### src/rtl/regfile_mp.sv
// regfile_mp: multi-port register file for the MIPS datapath.
// Two combinational read ports, two synchronous write ports (port 0 = ALU
// result, port 1 = load return), optional write-to-read bypass, optional
// hardwired-zero register 0, and a per-register busy scoreboard that decode
// sets on issue and writeback clears.
module regfile_mp #(
   parameter int DATA_W   = 32,
   parameter int ADDR_W   = 5,
   parameter int ZERO_REG = 1,
   parameter int BYPASS   = 1
) (
   input  logic              CLK,
   input  logic              RST,
   input  logic [ADDR_W-1:0] RdAddr1,
   input  logic [ADDR_W-1:0] RdAddr2,
   output logic [DATA_W-1:0] RdData1,
   output logic [DATA_W-1:0] RdData2,
   output logic              RdBusy1,
   output logic              RdBusy2,
   input  logic              WrEn0,
   input  logic              WrEn1,
   input  logic [ADDR_W-1:0] WrAddr0,
   input  logic [ADDR_W-1:0] WrAddr1,
   input  logic [DATA_W-1:0] WrData0,
   input  logic [DATA_W-1:0] WrData1,
   input  logic              IssueEn,
   input  logic [ADDR_W-1:0] IssueAddr,
   output logic              AnyBusy
);

   localparam int DEPTH = 1 << ADDR_W;

   logic [DATA_W-1:0] regs [DEPTH];
   logic [DEPTH-1:0]  busy;
   logic              wrLive0;
   logic              wrLive1;

   // While reset is held the write ports must not leak onto the read
   // paths through the bypass, so the forwarding enables are gated by RST.
   assign wrLive0 = WrEn0 & RST;
   assign wrLive1 = WrEn1 & RST;

   // Forwarded/stored read value: zero register first, then load-return
   // port, then ALU port, then storage.
   function automatic logic [DATA_W-1:0] readData(input logic [ADDR_W-1:0] a);
      logic [DATA_W-1:0] d;
      d = regs[a];
      if (BYPASS != 0) begin
         if (wrLive1 && (WrAddr1 == a)) begin
            d = WrData1;
         end else if (wrLive0 && (WrAddr0 == a)) begin
            d = WrData0;
         end
      end
      if ((ZERO_REG != 0) && (a == '0)) begin
         d = '0;
      end
      return d;
   endfunction

   // Busy as seen by a reader: with bypass, a writeback landing this cycle
   // already satisfies the reader, so it masks the registered busy bit.
   function automatic logic readBusy(input logic [ADDR_W-1:0] a);
      logic b;
      b = busy[a];
      if (BYPASS != 0) begin
         if ((wrLive1 && (WrAddr1 == a)) || (wrLive0 && (WrAddr0 == a))) begin
            b = 1'b0;
         end
      end
      return b;
   endfunction

   // Storage and scoreboard update; port 1 wins a same-address collision
   // and a new issue supersedes a same-cycle writeback on the busy bit.
   always_ff @(posedge CLK or negedge RST) begin
      if (!RST) begin
         for (int r = 0; r < DEPTH; r++) begin
            regs[r] <= '0;
         end
         busy <= '0;
      end else begin
         for (int r = 0; r < DEPTH; r++) begin
            if (!((ZERO_REG != 0) && (r == 0))) begin
               if (WrEn1 && (WrAddr1 == ADDR_W'(r))) begin
                  regs[r] <= WrData1;
               end else if (WrEn0 && (WrAddr0 == ADDR_W'(r))) begin
                  regs[r] <= WrData0;
               end
               if (IssueEn && (IssueAddr == ADDR_W'(r))) begin
                  busy[r] <= 1'b1;
               end else if ((WrEn1 && (WrAddr1 == ADDR_W'(r))) ||
                            (WrEn0 && (WrAddr0 == ADDR_W'(r)))) begin
                  busy[r] <= 1'b0;
               end
            end
         end
      end
   end

   // Purely combinational read ports driven from addresses, write inputs
   // and state.
   always_comb begin
      RdData1 = readData(RdAddr1);
      RdData2 = readData(RdAddr2);
      RdBusy1 = readBusy(RdAddr1);
      RdBusy2 = readBusy(RdAddr2);
      AnyBusy = |busy;
   end

endmodule

### config.mk
export PLATFORM = sky130hd
export DESIGN_NAME = regfile_mp
export DESIGN_NICKNAME = d
export VERILOG_FILES = /design/src/rtl/regfile_mp.sv
export SDC_FILE = /design/constraint.sdc
export NUM_CORES = 2
export LEC_CHECK = 0
export BUFFER_PORTS_ARGS = -buffer_cell sky130_fd_sc_hd__buf_2
export CAP_MARGIN = 10
export CELL_PAD_IN_SITES_DETAIL_PLACEMENT = 0
export CELL_PAD_IN_SITES_GLOBAL_PLACEMENT = 1
export CORE_MARGIN = 2
export CORE_UTILIZATION = 41
export CTS_CLUSTER_DIAMETER = 80
export DETAILED_ROUTE_END_ITERATION = 8
export PLACE_DENSITY = 0.67
export RECOVER_POWER = 25
export SLEW_MARGIN = 20
export SYNTH_ARGS = -nofsm -noshare
export SYNTH_HDL_FRONTEND = slang
export SYNTH_SLANG_ARGS = --single-unit
export TNS_END_PERCENT = 20
### constraint.sdc
create_clock -name CLK -period 2.15 [get_ports CLK]
set_input_delay 0.1075 -clock CLK [delete_from_list [all_inputs] [get_ports CLK]]
set_output_delay 0.1075 -clock CLK [all_outputs]
set_load 0.02 [all_outputs]
After elaboration in Yosys (flattened, before gate mapping)
Cells that the tools add are included.
Cells by class
  add/sub/neg operators: 0
  $mul: 0
  div/mod/pow operators: 0
  $lt $le $gt $ge: 4
  eq/ne operators: 97
  shift operators: 0
  multiplexer cells: 142
  bitwise logic cells: 4
  reductions and logical operators: 195
Operators with widths (number)
  2-to-1 mux 32 bit: 72
  binary-select mux 32 bit (select 5 bit): 2
  == test 5 bit, second input constant: 48
  nonzero test 2 bit: 62
  == test 5 x 4 -> 1 bit, second input constant: 24
  logical AND 1 bit: 97
  2-to-1 mux 1 bit: 66
  == test 5 x 3 -> 1 bit, second input constant: 12
  logical OR 1 bit: 33
  OR reduction 32 bit: 1
  == test 5 x 2 -> 1 bit, second input constant: 6
  == test 5 bit: 4
  == test 5 x 1 -> 1 bit, second input constant: 3
  greater-or-equal comparator 6 bit, second input constant: 2
  < comparator 5 x 6 -> 1 bit, second input constant: 2
  inverter 5 -> 6 bit: 2
  binary-select mux 1 bit (select 5 bit): 2
  logical NOT 5 bit: 2
  bitwise AND 1 bit: 2
Word-level totals
  bits in registers: 1023
  bits in latches: 0
  bits in writable memories: 0
  memory bits (read-only): 0
  input bits: 94
  output and inout bits: 67
  logic and storage cells: 504
  memories: 0

Longest topological paths before layout
  word-level depth: 7
  depth in mapped cells: 9

Least setup slack after synthesis
Ideal clock, no wire load.
  path kind: in2out
  start point: input port RdAddr2[0]
  end point: output port RdData2[0]
  arrival: 1.853 ns
  data required time: 2.043 ns
  path slack: 0.189 ns
  cell stages on the path: 6
  path buffers: 3
  cells stage by stage: buf_4 > buf_2 > buf_2 > mux4_2 > a221oi_1 > o21ai_0
Between the ends
  cells in the longest elaborated chain, start to end: 7
  elaborated cells on any way between the ends: 12
  those cells by class: eq/ne: 2; mux: 6; bitwise: 1; reduce/logical: 3
Ends and longest elaborated chain
  from (decl): line 15  | input logic [ADDR_W-1:0] RdAddr2,
  inverter 5 -> 6 bit (implied by the code): line 47  | d = regs[a];
  binary-select mux 32 bit (select 5 bit): line 47
  2-to-1 mux 32 bit (implied by the code) (2 in series): line 47
  2-to-1 mux 32 bit: line 51  | end else if (wrLive0 && (WrAddr0 == a)) begin
  2-to-1 mux 32 bit: line 49  | if (wrLive1 && (WrAddr1 == a)) begin
  2-to-1 mux 32 bit (*): line 55  | if ((ZERO_REG != 0) && (a == '0)) begin
  to (decl): line 17  | output logic [DATA_W-1:0] RdData2,
Mark *: on every way between the ends. The rest lies on a longest branch, timed or not. The select of a mux whose other input is x is not followed.

Worst setup path in the final report
  start point: register busy[24]
  end point: output port RdBusy2
Between the ends
  cells in the longest elaborated chain, start to end: 3
Ends and longest elaborated chain
  from (decl): line 34  | logic [DEPTH-1:0] busy;
  from (signal assigned): line 81  | busy <= '0;
  from (signal, indexed assignment): line 91  | busy[r] <= 1'b1;
  from (signal, indexed assignment): line 94  | busy[r] <= 1'b0;
  binary-select mux 1 bit (select 5 bit): line 65  | b = busy[a];
  2-to-1 mux 1 bit (implied by the code): line 65
  2-to-1 mux 1 bit: line 67  | if ((wrLive1 && (WrAddr1 == a)) || (wrLive0 && (WrAddr0 == a))) begin
  to (decl): line 19  | output logic RdBusy2,
No other way between the ends. The select of a mux whose other input is x is not followed.

==> impl_metrics.tcl <==
set metrics [dict create \
    first_global_vias 55000 \
    drt-initial-drc-count 7757 \
    vias 57400 \
    power_density_nw_per_um2 882 \
    synth_fp_nets 6460 \
    grtUsageTotal_pct 35.8 \
    clk_latency_ps 780 \
    p_leak_nw 35.6 \
    crit_path_frequent_cell "mux4_2" \
    setup_viol 798 \
    gp_congestion 0.941 \
    critPathArrivalTime_ps 2680 \
    grt_overflow_total 0 \
    clock_skew_ps 0 \
    port-buffer-count 159 \
    design_area_sq_um 80200 \
    fin_util_pct 50.5 \
    hp-class "in -> reg" \
    syn_avg_cell_area_sq_um 10.3 \
    drt.antenna.violating_nets 0 \
    cts.clk_slew.worst_paths_ps 60 \
    slowest_delay_ps 550 \
    numCtsBuffers 120 \
    path_cells "mux4_2 -> mux4_2 -> mux2i_2 -> nor3_2 -> buf_2" \
    min_period_ps 2790 \
    ys.flop_type "dfrtp_1" \
    netlist_instances 6366 \
    clockBufferDepth 3 \
    fmax_mhz 358 \
    dieHeight_um 404 \
    max_cap_violations 1 \
    start_kind "flip-flop" \
    synth_edf_count 0 \
    mappedNetlistArea_sq_um 65700 \
    status "complete, but fails checks" \
    synth.top_cell.area_share_pct 39.0 \
    irDropWorstVdd_uv 778 \
    grt_pass1_wl_mm 419 \
    yosysTopAreaCell "dfrtp_1" \
    core_sq_um 159000 \
    cts-root-buf "clkbuf_16" \
    dieArea_sq_um 163000 \
    m1WireLength_mm 118 \
    via_per_inst 6.50 \
    syn_to_final_growth_pct 22.1 \
    required_ps 2040 \
    path_max_fanout 2 \
    routed.top_layer "met5" \
    synth_cell_type_count 61 \
    cts_htree_levels 3 \
    async_flop_share_pct 100 \
    placed_cell_area_sq_um 74000 \
    initial_utilization_pct 41.4 \
    firstDrtPassIters 6 \
    layout_setup_ws_ps -642 \
    dp_cells 8466 \
    yosysMostFrequentCell "mux2i_1" \
    violations "capacitance limit, slew limit, setup timing" \
    fin_nets 6736 \
    p_total_mw 70.7 \
    die_w_um 404 \
    fin_crit_sh_pct 130 \
    synth.top_cells.by_count "mux2i_1 (1122), dfrtp_1 (1023), nand2_1 (641)" \
    num_rows 146 \
    worst_pin_slew_ps 1630 \
    slew_violations 22 \
    yosysWarnings 33 \
    critPathSlowestCell "mux4_2" \
    avgRoutedWirePerCell_um 33.7 \
    wl_met3_mm 37.6 \
    dp_hpwl_mm 192 \
    synth.ff_latch_count 1023 \
    drcViolationCount 0 \
    finalWirelength_mm 297 \
    clkSinkCount 1023 \
    cts_tree "yes" \
    fin_cells 8824 \
    synth.top_cells.by_area "dfrtp_1 (39%), mux2i_1 (17%), mux4_2 (15%)" \
    critPathCaptureType "output pin" \
    wl_met2_mm 127 \
    antenna_found_initial 6 \
    max_slew_margin_pct -8.86 \
    yosysSeqAreaShare_pct 39.0 \
    drive_gt1_share_pct 26.9 \
    rsz0062_at_grt "yes" \
    critPathKind "reg -> out" \
    grt_max_degree 157 \
    io_pins 161 \
    hold_violations 0 \
]
## through the flow
stage	setup WS, ps	setup TNS, ps	hold WS, ps
2_1_floorplan	189	0	-188
3_3_place_gp	-909	-16550	111
3_5_place_dp	-983	-19420	103
4_1_cts	-667	-31640	48.1
5_1_grt	-665	-361610	97.8
6_report	-642	-171760	82.6
## path summary, 6_finish.rpt
path / from / to / slack, ps / cells after the start
worst max-delay path: busy[24]$_DFFE_PN0P_ / RdBusy2 / -640 / 5
worst min-delay path: WrAddr1[1] / busy[16]$_DFFE_PN0P_ / 80 / 6
worst max register to register: regs[626]$_DFFE_PN0P_ / regs[626]$_DFFE_PN0P_ / 740 / 4
worst min register to register: busy[15]$_DFFE_PN0P_ / busy[15]$_DFFE_PN0P_ / 550 / 2
max in group asynchronous: RST / regs[881]$_DFFE_PN0P_ / -400 / 4
min in group asynchronous: RST / regs[41]$_DFFE_PN0P_ / 810 / 3
## cells in the final DEF, fill, tap and decap left out, types with 12 or more instances in the layout
cell type	instances
nand2_4	25
mux2i_2	13
nand2_1	609
clkbuf_8	35
bufinv_16	13
a32oi_1	30
clkinv_2	25
o22ai_2	19
a32o_1	19
clkbuf_1	42
nand2b_1	15
mux2_2	87
clkbuf_4	16
clkbuf_2	12
dfrtp_1	1023
nor2b_1	44
xnor2_1	16
nor2_4	18
o211ai_1	15
nand4_1	34
nor3_1	48
buf_6	46
o22ai_1	55
a211o_1	15
nor2_2	14
buf_12	191
mux4_2	445
a22oi_1	53
a21oi_1	522
o21ai_1	35
nor2_1	560
dlygate4sd3_1	104
o21ai_0	477
mux2i_1	1107
a221oi_1	43
buf_2	112
clkbuf_16	123
nand3_1	19
buf_4	459
a221oi_2	37
## final cells by class
cell class,instances,area [sq um]
Multi-Input combinational cell,4523,37900
Sequential cell,1023,25600
Fill cell,14100,78600
Antenna cell,5,12.5
Clock buffer,180,3630
Clock inverter,47,632
Inverter,8,30.0
Timing Repair Buffer,966,9740
Tap cell,2072,2590
## cells by family after synthesis
family                 after synthesis  share of synthesized area (%)
multiplexers                      1655                           33.9
flip-flops                        1023                           39.0
XOR/XNOR                            20                          0.267
AND/OR/NAND/NOR                   1462                           9.28
buffers and inverters              820                           5.55
other                                1                        0.00571
AO/OA/AOI/OAI                     1385                           12.1
## registers in the layout, indices dropped and copies added (netlist names)
register and cells:
regs 992, busy 31
## where the power goes
part	total [mW]	switching (mW)	internal, mW
sequential	28.7	4.32	24.4
combinational	19.6	8.98	10.6
clock	22.3	9.17	13.2
total	70.7	22.5	48.2
## layer usage
layer	up-vias	global-route usage, %
li1	23800	-
met2	3864	51.9
met3	794	10.5
met4	2	15.9
met5	-	0
met1	28900	49.5
## critical path, delay by kind of cell, from the launching register on
kind                   cells  cell delay (ps)
buffers and inverters      1              180
DFF                        1              410
muxes                      3             1240
and+or+nand+nor            1               80
## repair_timing
| item | 4_1_cts | 5_1_grt |
|---|---|---|
| endpoints found under the setup margin | 66 | 66 |
| pin swaps | 62 | 38 |
| hold buffers | 104 | 0 |
| gates resized for setup | 201 | 96 |
| hold endpoints to repair | 1118 | 0 |
| buffers inserted | 26 | 12 |
No activity file was read; power rests on OpenSTA's default activity.
